### src/rtl/ysyx_22040386_regfile_sb_if.sv
// Writeback-to-regfile and decode-to-regfile signal bundle.
// The pipeline drives the master side; the register file is the slave.
interface ysyx_22040386_regfile_sb_if;
   logic        i_WB_RegWrite;
   logic [4:0]  i_WB_reg_wr_addr;
   logic [63:0] i_WB_reg_wr_data;
   logic [4:0]  i_ID_rs1_addr;
   logic [4:0]  i_ID_rs2_addr;
   logic [63:0] o_ID_rs1_data;
   logic [63:0] o_ID_rs2_data;
   logic        o_ID_rs1_busy;
   logic        o_ID_rs2_busy;
   logic        i_ID_issue_valid;
   logic [4:0]  i_ID_issue_rd;
   logic        o_ID_sb_full;
   logic        i_flush;
   logic [63:0] o_a0;

   modport master (
      output i_WB_RegWrite, i_WB_reg_wr_addr, i_WB_reg_wr_data,
      output i_ID_rs1_addr, i_ID_rs2_addr,
      output i_ID_issue_valid, i_ID_issue_rd, i_flush,
      input  o_ID_rs1_data, o_ID_rs2_data,
      input  o_ID_rs1_busy, o_ID_rs2_busy,
      input  o_ID_sb_full, o_a0
   );

   modport slave (
      input  i_WB_RegWrite, i_WB_reg_wr_addr, i_WB_reg_wr_data,
      input  i_ID_rs1_addr, i_ID_rs2_addr,
      input  i_ID_issue_valid, i_ID_issue_rd, i_flush,
      output o_ID_rs1_data, o_ID_rs2_data,
      output o_ID_rs1_busy, o_ID_rs2_busy,
      output o_ID_sb_full, o_a0
   );
endinterface

### src/rtl/ysyx_22040386_regfile_sb.sv
// Integer register file (x1..x31) with writeback bypass and a
// per-register pending-write counter for RAW hazard detection.
module ysyx_22040386_regfile_sb #(
   parameter int PEND_W = 2
) (
   input logic                         clk,
   input logic                         rst_n,
   ysyx_22040386_regfile_sb_if.slave   bus
);
   localparam logic [PEND_W-1:0] PMAX = '1;
   localparam logic [PEND_W-1:0] PONE = PEND_W'(1);

   logic [63:0]       regs [1:31];
   logic [PEND_W-1:0] pend [1:31];

   logic              wr;
   logic [4:0]        wa;
   logic [PEND_W-1:0] p1, p2, pi;
   logic              issue_ok;
   logic [31:1]       inc, dec;

   assign wa = bus.i_WB_reg_wr_addr;
   assign wr = bus.i_WB_RegWrite && (wa != 5'd0);

   always_comb begin
      p1 = '0;
      p2 = '0;
      pi = '0;
      if (bus.i_ID_rs1_addr != 5'd0) p1 = pend[bus.i_ID_rs1_addr];
      if (bus.i_ID_rs2_addr != 5'd0) p2 = pend[bus.i_ID_rs2_addr];
      if (bus.i_ID_issue_rd != 5'd0) pi = pend[bus.i_ID_issue_rd];
   end

   always_comb begin
      bus.o_ID_rs1_data = 64'd0;
      bus.o_ID_rs2_data = 64'd0;
      if (bus.i_ID_rs1_addr != 5'd0) begin
         if (wr && wa == bus.i_ID_rs1_addr)
            bus.o_ID_rs1_data = bus.i_WB_reg_wr_data;
         else
            bus.o_ID_rs1_data = regs[bus.i_ID_rs1_addr];
      end
      if (bus.i_ID_rs2_addr != 5'd0) begin
         if (wr && wa == bus.i_ID_rs2_addr)
            bus.o_ID_rs2_data = bus.i_WB_reg_wr_data;
         else
            bus.o_ID_rs2_data = regs[bus.i_ID_rs2_addr];
      end
   end

   // The last outstanding write landing this cycle is covered by bypass.
   assign bus.o_ID_rs1_busy = (p1 != '0) &&
      !(wr && wa == bus.i_ID_rs1_addr && p1 == PONE);
   assign bus.o_ID_rs2_busy = (p2 != '0) &&
      !(wr && wa == bus.i_ID_rs2_addr && p2 == PONE);

   assign bus.o_ID_sb_full = bus.i_ID_issue_valid &&
      (bus.i_ID_issue_rd != 5'd0) && (pi == PMAX);
   assign issue_ok = bus.i_ID_issue_valid &&
      (bus.i_ID_issue_rd != 5'd0) && !bus.o_ID_sb_full;
   assign bus.o_a0 = regs[10];

   always_comb begin
      inc = '0;
      dec = '0;
      for (int r = 1; r < 32; r++) begin
         inc[r] = issue_ok && (bus.i_ID_issue_rd == 5'(r));
         dec[r] = wr && (wa == 5'(r)) && (pend[r] != '0);
      end
   end

   always_ff @(posedge clk or negedge rst_n) begin
      if (!rst_n) begin
         for (int r = 1; r < 32; r++) regs[r] <= 64'd0;
      end else if (wr) begin
         regs[wa] <= bus.i_WB_reg_wr_data;
      end
   end

   always_ff @(posedge clk or negedge rst_n) begin
      if (!rst_n) begin
         for (int r = 1; r < 32; r++) pend[r] <= '0;
      end else begin
         for (int r = 1; r < 32; r++) begin
            if (bus.i_flush)
               pend[r] <= '0;
            else if (inc[r] && !dec[r])
               pend[r] <= pend[r] + PONE;
            else if (dec[r] && !inc[r])
               pend[r] <= pend[r] - PONE;
         end
      end
   end
endmodule

### src/flat_wrapper.sv
// flat-port wrapper written by rule: the top's interface ports become plain ports
module ysyx_22040386_regfile_sb_flat 
#(
   parameter int PEND_W = 2
)
  (clk, rst_n, bus_i_WB_RegWrite, bus_i_WB_reg_wr_addr, bus_i_WB_reg_wr_data, bus_i_ID_rs1_addr, bus_i_ID_rs2_addr, bus_i_ID_issue_valid, bus_i_ID_issue_rd, bus_i_flush, bus_o_ID_rs1_data, bus_o_ID_rs2_data, bus_o_ID_rs1_busy, bus_o_ID_rs2_busy, bus_o_ID_sb_full, bus_o_a0);
  ysyx_22040386_regfile_sb_if bus_i ();
  input logic clk;
  input logic rst_n;
  input wire logic [$bits(bus_i.i_WB_RegWrite)-1:0] bus_i_WB_RegWrite;
  input wire logic [$bits(bus_i.i_WB_reg_wr_addr)-1:0] bus_i_WB_reg_wr_addr;
  input wire logic [$bits(bus_i.i_WB_reg_wr_data)-1:0] bus_i_WB_reg_wr_data;
  input wire logic [$bits(bus_i.i_ID_rs1_addr)-1:0] bus_i_ID_rs1_addr;
  input wire logic [$bits(bus_i.i_ID_rs2_addr)-1:0] bus_i_ID_rs2_addr;
  input wire logic [$bits(bus_i.i_ID_issue_valid)-1:0] bus_i_ID_issue_valid;
  input wire logic [$bits(bus_i.i_ID_issue_rd)-1:0] bus_i_ID_issue_rd;
  input wire logic [$bits(bus_i.i_flush)-1:0] bus_i_flush;
  output wire logic [$bits(bus_i.o_ID_rs1_data)-1:0] bus_o_ID_rs1_data;
  output wire logic [$bits(bus_i.o_ID_rs2_data)-1:0] bus_o_ID_rs2_data;
  output wire logic [$bits(bus_i.o_ID_rs1_busy)-1:0] bus_o_ID_rs1_busy;
  output wire logic [$bits(bus_i.o_ID_rs2_busy)-1:0] bus_o_ID_rs2_busy;
  output wire logic [$bits(bus_i.o_ID_sb_full)-1:0] bus_o_ID_sb_full;
  output wire logic [$bits(bus_i.o_a0)-1:0] bus_o_a0;
  assign bus_i.i_WB_RegWrite = bus_i_WB_RegWrite;
  assign bus_i.i_WB_reg_wr_addr = bus_i_WB_reg_wr_addr;
  assign bus_i.i_WB_reg_wr_data = bus_i_WB_reg_wr_data;
  assign bus_i.i_ID_rs1_addr = bus_i_ID_rs1_addr;
  assign bus_i.i_ID_rs2_addr = bus_i_ID_rs2_addr;
  assign bus_i.i_ID_issue_valid = bus_i_ID_issue_valid;
  assign bus_i.i_ID_issue_rd = bus_i_ID_issue_rd;
  assign bus_i.i_flush = bus_i_flush;
  assign bus_o_ID_rs1_data = bus_i.o_ID_rs1_data;
  assign bus_o_ID_rs2_data = bus_i.o_ID_rs2_data;
  assign bus_o_ID_rs1_busy = bus_i.o_ID_rs1_busy;
  assign bus_o_ID_rs2_busy = bus_i.o_ID_rs2_busy;
  assign bus_o_ID_sb_full = bus_i.o_ID_sb_full;
  assign bus_o_a0 = bus_i.o_a0;
  ysyx_22040386_regfile_sb #(.PEND_W(PEND_W)) u_core (.clk(clk), .rst_n(rst_n), .bus(bus_i));
endmodule
### config.mk
export PLATFORM = sky130hd
export DESIGN_NAME = ysyx_22040386_regfile_sb_flat
export DESIGN_NICKNAME = d
export VERILOG_FILES = /design/src/rtl/ysyx_22040386_regfile_sb_if.sv /design/src/rtl/ysyx_22040386_regfile_sb.sv /design/src/flat_wrapper.sv
export SDC_FILE = /design/constraint.sdc
export NUM_CORES = 2
export LEC_CHECK = 0
export CELL_PAD_IN_SITES_DETAIL_PLACEMENT = 0
export CELL_PAD_IN_SITES_GLOBAL_PLACEMENT = 1
export CORE_MARGIN = 4
export CORE_UTILIZATION = 54
export CTS_BUF_LIST = sky130_fd_sc_hd__clkbuf_4 sky130_fd_sc_hd__clkbuf_8
export CTS_CLUSTER_DIAMETER = 100
export CTS_CLUSTER_SIZE = 28
export DETAILED_ROUTE_END_ITERATION = 10
export GPL_ROUTABILITY_DRIVEN = 1
export GPL_TIMING_DRIVEN = 0
export PLACE_DENSITY = 0.8
export SKIP_CTS_REPAIR_TIMING = 1
export SYNTH_ARGS = -nofsm -noshare
export SYNTH_HDL_FRONTEND = slang
export SYNTH_SLANG_ARGS = --single-unit
### constraint.sdc
create_clock -name clk -period 3.6 [get_ports clk]
set_input_delay 0.54 -clock clk [delete_from_list [all_inputs] [get_ports clk]]
set_output_delay 0.54 -clock clk [all_outputs]
set_load 0.005 [all_outputs]
* Word-level counts from Yosys, hierarchy flattened
Cells that the tools add are included.
** Cells by class
- Reduce and logical (&&, ||, !) cells :: 299
- Eq/ne operators :: 67
- Magnitude comparators :: 5
- Add/sub/neg operators :: 62
- Bitwise operators :: 4
- Mux-type cells :: 118
** Operator list (number)
- bitwise mux 1984 bit :: 1
- binary-select mux 64 bit (select 5 bit) :: 2
- two-way mux 64 bit :: 9
- demux 64 bit (select 5 bit) :: 1
- two-way mux 2 bit :: 102
- logical AND 1 bit :: 166
- == test 5 bit (second input constant) :: 32
- nonzero test 3 bit :: 31
- == test 5 x 4 -> 1 bit (second input constant) :: 16
- nonzero test 2 bit :: 33
- zero test 1 bit :: 65
- adder 2 x 1 -> 2 bit (second input constant) :: 31
- subtractor 2 x 1 -> 2 bit (second input constant) :: 31
- == test 5 x 3 -> 1 bit (second input constant) :: 8
- binary-select mux 2 bit (select 5 bit) :: 3
- greater-or-equal comparator 6 bit (second input constant) :: 4
- inverter 5 -> 6 bit :: 4
- == test 5 x 2 -> 1 bit (second input constant) :: 4
- nonzero test 5 bit :: 4
- == test 5 x 1 -> 1 bit (second input constant) :: 2
- == test 5 bit :: 2
- < comparator 6 x 1 -> 1 bit (second input constant) :: 1
- == test 2 x 1 -> 1 bit (second input constant) :: 2
- == test 2 bit (second input constant) :: 1
** Word-level totals
- Word-level logic and storage cells :: 617
- Output and inout bits :: 195
- Register bits :: 2046
- Input bits :: 89

* Depth between registers and ports, before layout
- Depth after elaboration :: 15
- Mapped depth :: 10
- Depth with buffers taken out :: 6

* Least setup slack after synthesis
No wires, ideal clock.
- Path kind :: input port to output port
- From :: in bus_i_ID_rs1_addr[1]
- To :: out bus_o_ID_rs1_busy
- Stages on the path :: 8
- Slack :: 588 ps
- Arrival time :: 2472 ps
- Cell sequence :: buf_2 -> buf_2 -> buf_2 -> buf_1 -> mux4_2 -> mux4_2 -> a211oi_1 -> a21oi_1
** On the way
- Longest elaborated chain between the ends :: 9
- Elaborated cells on any way between the ends :: 13
- Those cells by class :: eq/ne: 2; mux: 4; bitwise: 1; reduce/logical: 6
** RTL lines
- start: declaration :: RTL line flat_wrapper.sv:13 : input wire logic [$bits(bus_i.i_ID_rs1_addr)-1:0] bus_i_ID_rs1_addr;
- inverter 5 -> 6 bit (implied by the code) :: RTL line ysyx_22040386_regfile_sb.sv:29 : if (bus.i_ID_rs1_addr != 5'd0) p1 = pend[bus.i_ID_rs1_addr];
- binary-select mux 2 bit (select 5 bit) :: RTL line ysyx_22040386_regfile_sb.sv:29
- two-way mux 2 bit (implied by the code) (2 in a row) :: RTL line ysyx_22040386_regfile_sb.sv:29
- two-way mux 2 bit :: RTL line ysyx_22040386_regfile_sb.sv:29
- == test 2 x 1 -> 1 bit :: RTL line ysyx_22040386_regfile_sb.sv:53 : !(wr && wa == bus.i_ID_rs1_addr && p1 == PONE);
- logical AND 1 bit :: RTL line ysyx_22040386_regfile_sb.sv:53
- zero test 1 bit :: RTL line ysyx_22040386_regfile_sb.sv:53
- logical AND 1 bit * :: RTL line ysyx_22040386_regfile_sb.sv:52 : assign bus.o_ID_rs1_busy = (p1 != '0) &&
- end: declaration :: RTL line flat_wrapper.sv:20 : output wire logic [$bits(bus_i.o_ID_rs1_busy)-1:0] bus_o_ID_rs1_busy;
Mark *: on every way between the ends. The rest lies on a longest branch, timed or not. The select of a mux whose other input is x is not followed.

* Worst setup path after layout
- From :: in bus_i_ID_rs2_addr[2]
- To :: out bus_o_ID_rs2_data[49]
** On the way
- Longest elaborated chain between the ends :: 6
- Elaborated cells on any way between the ends :: 9
- Those cells by class :: eq/ne: 1; mux: 5; bitwise: 1; reduce/logical: 2
** RTL lines
- start: declaration :: RTL line flat_wrapper.sv:14 : input wire logic [$bits(bus_i.i_ID_rs2_addr)-1:0] bus_i_ID_rs2_addr;
- inverter 5 -> 6 bit (implied by the code) :: RTL line ysyx_22040386_regfile_sb.sv:47 : bus.o_ID_rs2_data = regs[bus.i_ID_rs2_addr];
- binary-select mux 64 bit (select 5 bit) :: RTL line ysyx_22040386_regfile_sb.sv:47
- two-way mux 64 bit (implied by the code) (2 in a row) :: RTL line ysyx_22040386_regfile_sb.sv:47
- two-way mux 64 bit :: RTL line ysyx_22040386_regfile_sb.sv:44 : if (wr && wa == bus.i_ID_rs2_addr)
- two-way mux 64 bit * :: RTL line ysyx_22040386_regfile_sb.sv:43 : if (bus.i_ID_rs2_addr != 5'd0) begin
- end: declaration :: RTL line flat_wrapper.sv:19 : output wire logic [$bits(bus_i.o_ID_rs2_data)-1:0] bus_o_ID_rs2_data;
Marked as above.

==> summary.md <==
| Metric | Value |
|---|---|
| Main flop type after synthesis | dfrtp_1 |
| Layout fillers | around 16000 |
| Slowest-stage cell, CP | clkdlybuf4s50_1 |
| Drt pass-1 iters | 8 |
| Die Y | approximately 470 microns |
| Maximum number of pins on one net before global-route repair | approximately 190 |
| Run status | finished, violations left |
| Congestion Overflow GR | 0 |
| Synth cell types | a little under 70 |
| Fin area | about 130000 sq um |
| Max-slew violation count | 43 |
| Net count after synthesis | approximately 8300 |
| CTS H-tree depth | 3 |
| P_leak | 56.0 nW |
| GRT Total Usage | 41.4% |
| Multi-input gate area | roughly 60000 sq um |
| Final ANT Viol Nets | 0 |
| Core box area | between 200000 and 250000 sq um |
| Area grow syn2layout | 13.3% |
| Buffers & Inverters on Critical Path | 4 |
| Boundary Pins | 284 |
| Final Cycle Share | 110% |
| Vias after detailed routing | around 83000 |
| Number of synthesized register bits | between 2000 and 2500 |
| Sink Count | between 2000 and 2500 |
| Post-synth EDFFs | 0 |
| Initial Util | a little over half |
| CTS Buf Count | 91 |
| Share of layout cells above drive strength 1 | 48.5% |
| Worst endpoint required time | between 3000 and 4000 ps |
| Share of the synthesized area in the top cell type | ~45% |
| Number of port buffers | roughly 270 |
| Post-DP HPWL | around 330000 microns |
| First-pass GRT wire length | around 630000 microns |
| Cell family with most CP delay | buffers and inverters |
| Tightest Pin Transition | between 1500 and 2000 ps |
| Post-synthesis sequential area ratio | 45.4% |
| Failing checks | capacitance limit, slew limit, setup timing |
| CP max FO | 14 |
| Pwr dens | ~470 nW/um^2 |
| Worst IR Drop VDD | 0.383 mV |
| WL/cell | approximately 39 microns |
| Setup tns final | -2000 ps |
| Place WS | -2830 ps |
| Synth Cell Area | 113000 sq um |
| CTS root buf | clkbuf_8 |
| Setup crit end kind | output pin |
| CP peak stage delay | around 560 ps |
| Row cnt | between 150 and 200 |
| Crit path setup slack, layout | -354 ps |
| Storage element area | 51300 sq um |
| Iter 0 DRT Violations | between 10000 and 15000 |
| WHS | between 60 and 70 ps |
| Worst setup path class | in2out |
| RSZ-0062 raised after global routing | true |
| Layout Nets | between 8000 and 9000 |
| CTS clk-pin slew, worst paths | roughly 170 ps |
| # setup viols final | 15 |
| Clk buf depth | 3 |
| Initial antenna violation count | 45 |
| Placed Area | between 100000 and 150000 sq um |
| Fin crit period | 3950 ps |
| HP Class | in2async |
| Mapped Cells | a little over 8000 |
| Vias in the first global route | 80951 |
| Clk_lat worst skew | 1030 ps |
| DRC | 0 |
| Setup Skew | ~43 ps |
| CP cell instances | buf_6 > buf_6 > buf_4 > mux2i_2 > a2111oi_2 > a21oi_1 > a21oi_1 > clkdlybuf4s50_1 |
| Drt via density | just over 7 |
| CP Launch Type | input pin |
| Die Wd | 465 microns |
| Die ar. | about 220000 sq um |
| Final-report hold violation count | 0 |
| Detailed Route WL | 456000 microns |
| Top cells by area, synth | dfrtp_1 45%, mux4_2 21%, mux2_2 19% |
| Rel. slew slack | -10.2% |
| Gp weighted congestion | around 0.96 |
| Synth warnings | 0 |
| Cell taking the most area after synthesis | dfrtp_1 |
| CP Data Arrival Time | ~3400 ps |
| CTS tree | built |
| Peak Freq | roughly 250 MHz |
| Synth Area per Inst | around 14 sq um |
| Async S/R FF share, synth | 100% |
| Maxcap violations | 4 |
metal layers:
layer / share of wire, % / vias to the layer above / global-route usage [%] / routed length [microns]
met4: 7.2 / 44 / 25.3 / 32800
met1: 36 / 43932 / 54.4 / 165000
li1: - / 31690 / - / -
met2: 43 / 5701 / 58.7 / 197000
met5: 0.16 / - / 0 / 737
met3: 13 / 1335 / 15.3 / 60400
cell families (layout without fill, tap and decap cells):
family	Yosys count	count (layout)	synth area share (%)
simple gates	1318	1318	4.84
flops	2046	2046	45.4
buf+inv	947	1496	3.80
compound gates	669	669	3.93
mux	3180	3180	41.9
other cells	0	62	0
xor+xnor	24	24	0.186
final cells by class:
cell class	instances	share of cell area, %
sequential	2046	40.1
antenna	62	0.121
clock buffer	99	1.05
tap	2788	2.73
inverter	12	0.0352
timing repair buffer	420	3.61
buffer	932	4.98
multi-input combinational	5191	47.0
clock inverter	33	0.345
sequential cells by signal, summed over array words and instances, names as in the netlist:
| name | count |
|---|---|
| u_core.pend | 62 |
| u_core.bus.o_a0 | 64 |
| u_core.regs | 1920 |
report_power, final:
part	leakage (nW)	internal (mW)	switching [mW]
registers	26.2	27.3	3.33
clock network	0.893	2.93	7.99
logic	29.0	10.0	8.10
path summary, 6_finish.rpt:
| path | slack [ps] | from | cells past startpoint | to |
|---|---|---|---|---|
| worst max-delay path | -350 | bus_i_ID_rs2_addr[2] | 8 | bus_o_ID_rs2_data[49] |
| worst min-delay path | 70 | rst_n | 2 | u_core.regs[1017] |
| worst max register to register | 910 | u_core.pend[33] | 8 | u_core.pend[55] |
| worst min register to register | 520 | u_core.regs[635] | 2 | u_core.regs[635] |
| max in group asynchronous | 790 | rst_n | 5 | u_core.regs[991] |
| min in group clk | 130 | bus_i_flush | 3 | u_core.pend[40] |
per-stage QoR:
step	power [mW]	util (%)	std cells
floorplan	40.6	-	8184
global placement	46.2	57.4	11241
detailed placement	47.1	57.7	11272
CTS	57.5	58.6	11404
global route	61.6	61.5	11548
finish	59.7	61.6	11583
Yosys cell counts (10+ instances only):
| cell type | instances |
|---|---|
| a211oi_1 | 51 |
| dfrtp_1 | 2046 |
| nor2b_1 | 68 |
| a2111oi_0 | 63 |
| and3_1 | 12 |
| nand2b_1 | 11 |
| and2_1 | 18 |
| buf_2 | 309 |
| xnor2_1 | 10 |
| inv_1 | 12 |
| nand3_1 | 20 |
| mux2i_1 | 274 |
| buf_4 | 79 |
| o21ai_0 | 87 |
| mux2_2 | 1860 |
| a22o_1 | 25 |
| buf_1 | 46 |
| mux4_2 | 1046 |
| clkbuf_1 | 494 |
| nand2_1 | 880 |
| xor2_1 | 14 |
| a221oi_1 | 63 |
| a21oi_1 | 271 |
| a22oi_1 | 53 |
| nor2_1 | 234 |
| nor3_1 | 23 |
cells in the final DEF (no fill, tap or decap), types with 96 or more instances in the layout:
cell / n
nand2_1: 879
clkbuf_1: 315
mux2i_1: 196
buf_4: 236
dlymetal6s2s_1: 117
dfrtp_1: 1983
clkdlybuf4s50_1: 138
nor2_1: 220
buf_2: 154
clkbuf_8: 96
mux2_2: 1860
mux4_2: 1046
a21oi_1: 168
buf_6: 104
Note: power is estimated with default switching activity, not from simulation.
